**config.mk**
```make
export PLATFORM = sky130hd
export DESIGN_NAME = tournament_br_predictor
export DESIGN_NICKNAME = d
export VERILOG_FILES = /design/src/rtl/tournament_br_predictor.sv
export SDC_FILE = /design/constraint.sdc
export NUM_CORES = 1
export LEC_CHECK = 0
export CAP_MARGIN = 40
export CORE_MARGIN = 5
export CORE_UTILIZATION = 30
export CTS_CLUSTER_SIZE = 40
export DETAILED_ROUTE_END_ITERATION = 6
export SETUP_SLACK_MARGIN = 0.5
export SYNTH_ARGS = -nofsm -noshare
export SYNTH_HDL_FRONTEND = slang
export SYNTH_SLANG_ARGS = --single-unit
```
**constraint.sdc**
```tcl
create_clock -name clk -period 19.1 [get_ports clk]
set_input_delay 3.82 -clock clk [delete_from_list [all_inputs] [get_ports clk]]
set_output_delay 3.82 -clock clk [all_outputs]
set_load 0.01 [all_outputs]
```
**src/rtl/tournament_br_predictor.sv**
```systemverilog
// tournament_br_predictor
//   Tournament branch direction predictor: a local PHT and a gshare PHT of
//   2-bit saturating counters, arbitrated per branch by a chooser table of
//   2-bit counters, plus a non-speculative global history register.
//   Prediction is purely combinational; training happens on the rising clock
//   edge of a resolved conditional branch.
//   Optional feature macro: BR_PRED_STATS_EN builds the resolved-branch and
//   mispredict counters; without it the stat ports are tied to zero.
module tournament_br_predictor #(
    parameter int IDX_BITS = 6,
    parameter int GHR_BITS = 6
) (
    input  logic                clk,
    input  logic                rst,
    input  logic [31:0]         pred_pc,
    output logic                pred_dir,
    output logic                pred_lc_dir,
    output logic                pred_gl_dir,
    output logic [GHR_BITS-1:0] pred_ghr,
    input  logic                upd_valid,
    input  logic [31:0]         upd_pc,
    input  logic                upd_taken,
    input  logic                upd_pred_dir,
    input  logic                upd_lc_dir,
    input  logic                upd_gl_dir,
    input  logic [GHR_BITS-1:0] upd_ghr,
    output logic [31:0]         stat_branches,
    output logic [31:0]         stat_mispredicts
);

    localparam int ENTRIES = 1 << IDX_BITS;

    // 2-bit counter encodings (br_pred / tn_predictor)
    localparam logic [1:0] WEAKLY_NOT_TAKEN   = 2'b01;
    localparam logic [1:0] USE_LC_PREDICTOR_2 = 2'b01;

    // Saturating +1 (up) / -1 (down) step of a 2-bit counter
    function automatic logic [1:0] sat_step(input logic [1:0] cnt, input logic up);
        if (up) begin
            return (cnt == 2'b11) ? cnt : cnt + 2'd1;
        end
        return (cnt == 2'b00) ? cnt : cnt - 2'd1;
    endfunction

    logic [1:0]          lpht_q [ENTRIES];
    logic [1:0]          gpht_q [ENTRIES];
    logic [1:0]          chs_q  [ENTRIES];
    logic [GHR_BITS-1:0] ghr_q;
    logic [GHR_BITS-1:0] ghr_d;

    logic [IDX_BITS-1:0] pred_li;
    logic [IDX_BITS-1:0] pred_gi;
    logic [IDX_BITS-1:0] upd_li;
    logic [IDX_BITS-1:0] upd_gi;
    logic [1:0]          lpht_upd_d;
    logic [1:0]          gpht_upd_d;
    logic [1:0]          chs_upd_d;

    // Prediction side: local/chooser indexed by PC, gshare by PC ^ live GHR
    assign pred_li     = pred_pc[IDX_BITS+1:2];
    assign pred_gi     = pred_li ^ IDX_BITS'(ghr_q);
    assign pred_lc_dir = lpht_q[pred_li][1];
    assign pred_gl_dir = gpht_q[pred_gi][1];
    assign pred_dir    = chs_q[pred_li][1] ? pred_gl_dir : pred_lc_dir;
    assign pred_ghr    = ghr_q;

    // Update side: gshare index uses the history snapshot taken at fetch
    assign upd_li     = upd_pc[IDX_BITS+1:2];
    assign upd_gi     = upd_li ^ IDX_BITS'(upd_ghr);
    assign lpht_upd_d = sat_step(lpht_q[upd_li], upd_taken);
    assign gpht_upd_d = sat_step(gpht_q[upd_gi], upd_taken);
    assign chs_upd_d  = sat_step(chs_q[upd_li], upd_gl_dir == upd_taken);
    assign ghr_d      = GHR_BITS'({ghr_q, upd_taken});

    // Train the three counter tables on each resolved conditional branch
    always_ff @(posedge clk or posedge rst) begin
        if (rst) begin
            for (int i = 0; i < ENTRIES; i++) begin
                lpht_q[i] <= WEAKLY_NOT_TAKEN;
                gpht_q[i] <= WEAKLY_NOT_TAKEN;
                chs_q[i]  <= USE_LC_PREDICTOR_2;
            end
        end else if (upd_valid) begin
            lpht_q[upd_li] <= lpht_upd_d;
            gpht_q[upd_gi] <= gpht_upd_d;
            // Chooser only learns when the components disagreed
            if (upd_lc_dir != upd_gl_dir) begin
                chs_q[upd_li] <= chs_upd_d;
            end
        end
    end

    // Shift the resolved outcome into the non-speculative global history
    always_ff @(posedge clk or posedge rst) begin
        if (rst) begin
            ghr_q <= '0;
        end else if (upd_valid) begin
            ghr_q <= ghr_d;
        end
    end

`ifdef BR_PRED_STATS_EN
    // Saturating +1 on a 32-bit event counter
    function automatic logic [31:0] sat_inc32(input logic [31:0] cnt);
        return (cnt == 32'hFFFF_FFFF) ? cnt : cnt + 32'd1;
    endfunction

    logic [31:0] br_cnt_q;
    logic [31:0] br_cnt_d;
    logic [31:0] mp_cnt_q;
    logic [31:0] mp_cnt_d;

    // Next-state of the branch and mispredict counters
    always_comb begin
        br_cnt_d = br_cnt_q;
        mp_cnt_d = mp_cnt_q;
        if (upd_valid) begin
            br_cnt_d = sat_inc32(br_cnt_q);
            if (upd_pred_dir != upd_taken) begin
                mp_cnt_d = sat_inc32(mp_cnt_q);
            end
        end
    end

    // Statistics counter registers
    always_ff @(posedge clk or posedge rst) begin
        if (rst) begin
            br_cnt_q <= '0;
            mp_cnt_q <= '0;
        end else begin
            br_cnt_q <= br_cnt_d;
            mp_cnt_q <= mp_cnt_d;
        end
    end

    assign stat_branches    = br_cnt_q;
    assign stat_mispredicts = mp_cnt_q;
`else
    assign stat_branches    = '0;
    assign stat_mispredicts = '0;

    logic unused_stat_inputs;
    assign unused_stat_inputs = upd_pred_dir;
`endif

    // PC bits outside the index field do not take part in prediction
    logic unused_pc_bits;
    assign unused_pc_bits = ^{pred_pc[31:IDX_BITS+2], pred_pc[1:0],
                              upd_pc[31:IDX_BITS+2], upd_pc[1:0]};

endmodule
```
==> reports/metrics.csv <==
stage;metric;value;unit
outcome;run status;finished, final reports clean;
sta;setup repair after global routing missed its margin;no;
global_route;via count of the first global-routing pass;16010;
routing;First-pass DRT Iterations;5;
floorplan;num ports;150;
logic_synthesis;synthesized-area fraction occupied by xor and xnor cells;1.20;%
sta;final critical delay including setup and external delays;11240;ps
floorplan;starting density of the core;30.1;%
setup_path;largest fanout on the critical path;9;
global_route;first-pass GRT wire length;95600;um
logic_synthesis;combinational family with the most area after synthesis;multiplexers;
logic_synthesis;adder and majority gate portion of the synthesized area;0.310;%
final_layout;Total Nets Final;2074;
min_path;Tightest Hold Check Type;reg -> reg;
final_layout;fraction of final layout cells sized beyond drive strength 1;25.8;%
sta;number of setup violations in the final report;0;
setup_path;Buf+Inv Stages, Crit Path;2;
global_route;pin count of the biggest net entering global routing;166;
clocking;root buffer selected by CTS;clkbuf_16;
floorplan;Die H;272;um
routing;Total Wirelength;61600;um
clocking;later-pin clock latency in the skew report;600;ps
sta;Max Clock Skew;38.2;ps
sta;worst hold margin;476;ps
setup_path;signal arrival time at the worst endpoint;7420;ps
sta;number of hold violations in the final report;0;
final_layout;area added between synthesis and finish;12.3;%
placed_design;setup slack after placement;7890;ps
placed_design;placed instance area;0.0217;mm2
logic_synthesis;number of synthesized register bits;390;
power;Power Total;2570;uW
logic_synthesis;share of the synthesized area in compound gates (AO/OA/AOI/OAI);14.0;%
min_path;hold_sp;lpht_q[24];
global_route;initial antenna violation count;4;
routing;Antenna Nets Post-Route;0;
logic_synthesis;total standard cell area after synthesis;0.0206;mm2
logic_synthesis;number of cells produced by synthesis;1989;
clocking;maximum buffer depth of the clock tree;3;
setup_path;family of cells with the greatest summed delay on the critical path;buffers and inverters;
routing;detailed-route wire length per cell;21.1;um
logic_synthesis;part of the Yosys area used for sequential elements;48.5;%
global_route;total routing resource utilization after global routing;16.2;%
clocking;number of setup buffers added after CTS;0;
setup_path;list of cells traversed by the critical path;clkdlybuf4s50_1 -> xnor2_1 -> mux4_2 -> nor2b_1 -> a211oi_1 -> a21oi_1 -> mux2_2 -> clkdlybuf4s50_1;
final_layout;antenna cell count;0;
clocking;CTS tree;done;
clocking;CTS-repair resized insts;0;
power;standby leakage power;0.00903;uW
logic_synthesis;fraction of synthesized cell area taken by the top area cell type;24.5;%
floorplan;placeable core region;0.0683;mm2
power;Peak VDD IR;0.0000653;V
sta;highest attainable clock frequency;89.0;MHz
clocking;clock transition at the registers of the reported paths;60;ps
setup_path;worst setup path startpoint;pred_pc[5];
sta;final setup margin;7860;ps
floorplan;x dimension of the die;272;um
setup_path;critical path endpoint category;primary output;
setup_path;R2R Path Start;gpht_q[44];
placed_design;estimated wirelength of the detail-placed design;40400;um
setup_path;delay of the slowest cell on the worst path;970;ps
routing;post-route DRC violation count;0;
clocking;number of sinks on the clock net;390;
setup_path;slowest cell on the critical path;xnor2_1;
job;max-cap viol count;0;
clocking;number of hold buffers added after cts;0;
setup_path;most numerous cell on the critical path;clkdlybuf4s50_1;
logic_synthesis;Synthesis Warnings;0;
logic_synthesis;post-synthesis cell type count;72;
setup_path;classification of the worst setup path;in -> out;
sta;count of final max-slew check failures;0;
floorplan;# rows;96;
placed_design;port bufs;32;
power;PD cells;111;mW/mm2
logic_synthesis;area leader, netlist;dfstp_2;
final_layout;final standard cell area without fillers;0.0231;mm2
logic_synthesis;Post-synth EDFFs;0;
logic_synthesis;area share of and/or/nand/nor cells after synthesis;13.4;%
logic_synthesis;average cell area after synthesis;10.4;um2
logic_synthesis;primary flip-flop cell chosen by synthesis mapping;dfrtp_1;
sta;Relative slew margins;31.7;%
sta;final critical-path share of the clock period;58.8;%
logic_synthesis;top post-synthesis cells by area;dfstp_2 (24%), dfrtp_1 (24%), mux4_2 (9.6%);
routing;DR vias;15804;
routing;via/cell ratio;5.43;
clocking;CTS buffer count;42;
clocking;H-Tree Depth;2;
setup_path;kind of start point of the critical path;primary input;
placed_design;Final Wtd Congestion;0.860;
floorplan;die outline area;0.0740;mm2
global_route;remaining global-route overflow;0;
sta;worst slew pin tran;1020;ps
logic_synthesis;multiplexer area fraction after synthesis;17.1;%
logic_synthesis;share of flip-flops with an asynchronous set or reset after synthesis;100;%
sta;total negative slack for setup checks;0;ps
setup_path;Crit path required time;15280;ps
routing;number of DRC markers after the initial detailed-route iteration;1438;
[sequential cells by signal, indices dropped and copies added (netlist names)]
name      cells
gpht_q      128
pred_ghr      6
lpht_q      128
chs_q       128
[metrics by stage]
stage               instances  util, %
floorplan                2052        -
global placement         2822     31.5
detailed placement       2835     31.8
CTS                      2913     33.9
global route             2913     33.9
finish                   2913     33.9
[worst min-delay path, stage by stage (launching register included)]
cell	delay, ps
dfstp_2	360
nand2_1	40
o21ai_0	60
[cell usage in the layout (no fill, tap or decap), drive strengths merged, types with 12 or more instances in the layout]
| master | count |
|---|---|
| nor2 | 292 |
| nand2 | 286 |
| dfrtp | 198 |
| dfstp | 192 |
| o21ai | 179 |
| a21oi | 170 |
| mux2 | 101 |
| mux4 | 88 |
| clkbuf | 71 |
| conb | 64 |
| buf | 52 |
| a22oi | 34 |
| a221oi | 28 |
| clkdlybuf4s50 | 27 |
| mux2i | 26 |
| nand3 | 25 |
| nor3 | 22 |
| a31oi | 16 |
| a22o | 15 |
| xor2 | 13 |
| inv | 12 |
[synthesized netlist by cell type (all sizes together), types with 22 or more instances]
cell and instances:
a21oi 170, a221oi 28, a22oi 34, buf 114, clkbuf 64, dfrtp 198
dfstp 192, mux2 101, mux2i 26, mux4 88, nand2 286, nand3 25
nor2 292, nor3 22, o21ai 179
[logic make-up (layout without fill, tap and decap cells)]
kind of cell / count (synthesis) / after routing
muxes: 215 / 215
DFF: 390 / 390
AOI/OAI and AO/OA: 490 / 490
buffers and inverters: 189 / 168
adders and majority gates: 6 / 6
and+or+nand+nor: 678 / 678
other: 1 / 64
xor gates and xnor gates: 20 / 20
[final timing paths]
check	to	slack, ps	cells past startpoint
hold reg to reg	lpht_q[24]	480	2
setup / recovery	pred_dir	7860	8
hold / removal	lpht_q[24]	480	2
min in group asynchronous	lpht_q[21]	3610	2
setup reg to reg	gpht_q[7]	15700	8
max in group asynchronous	chs_q[88]	13630	5
[metal layers]
metal  track usage, %  vias up  routed length (um)
met5                0        -                   0
met4             4.91        0                1770
met3             3.64      140                5410
met2             25.8      735               28600
met1             22.1     7905               25900
li1                 -     7024                   -
[report_power, final]
group	switching, uW	leakage, uW	internal (uW)
Clock	351	0.000704	497
Combinational	302	0.00371	257
Sequential	117	0.00462	1050
[area by class of cell]
cell class | instances | area, um2
clock inverters | 7 | 129
repair buffers | 79 | 743
well taps | 882 | 1100
inverters | 11 | 48.8
flip-flops and latches | 390 | 10000
clock buffers | 71 | 1310
fillers | 6761 | 45200
multi-input cells | 1473 | 9810
No activity file was read; power rests on OpenSTA's default activity.
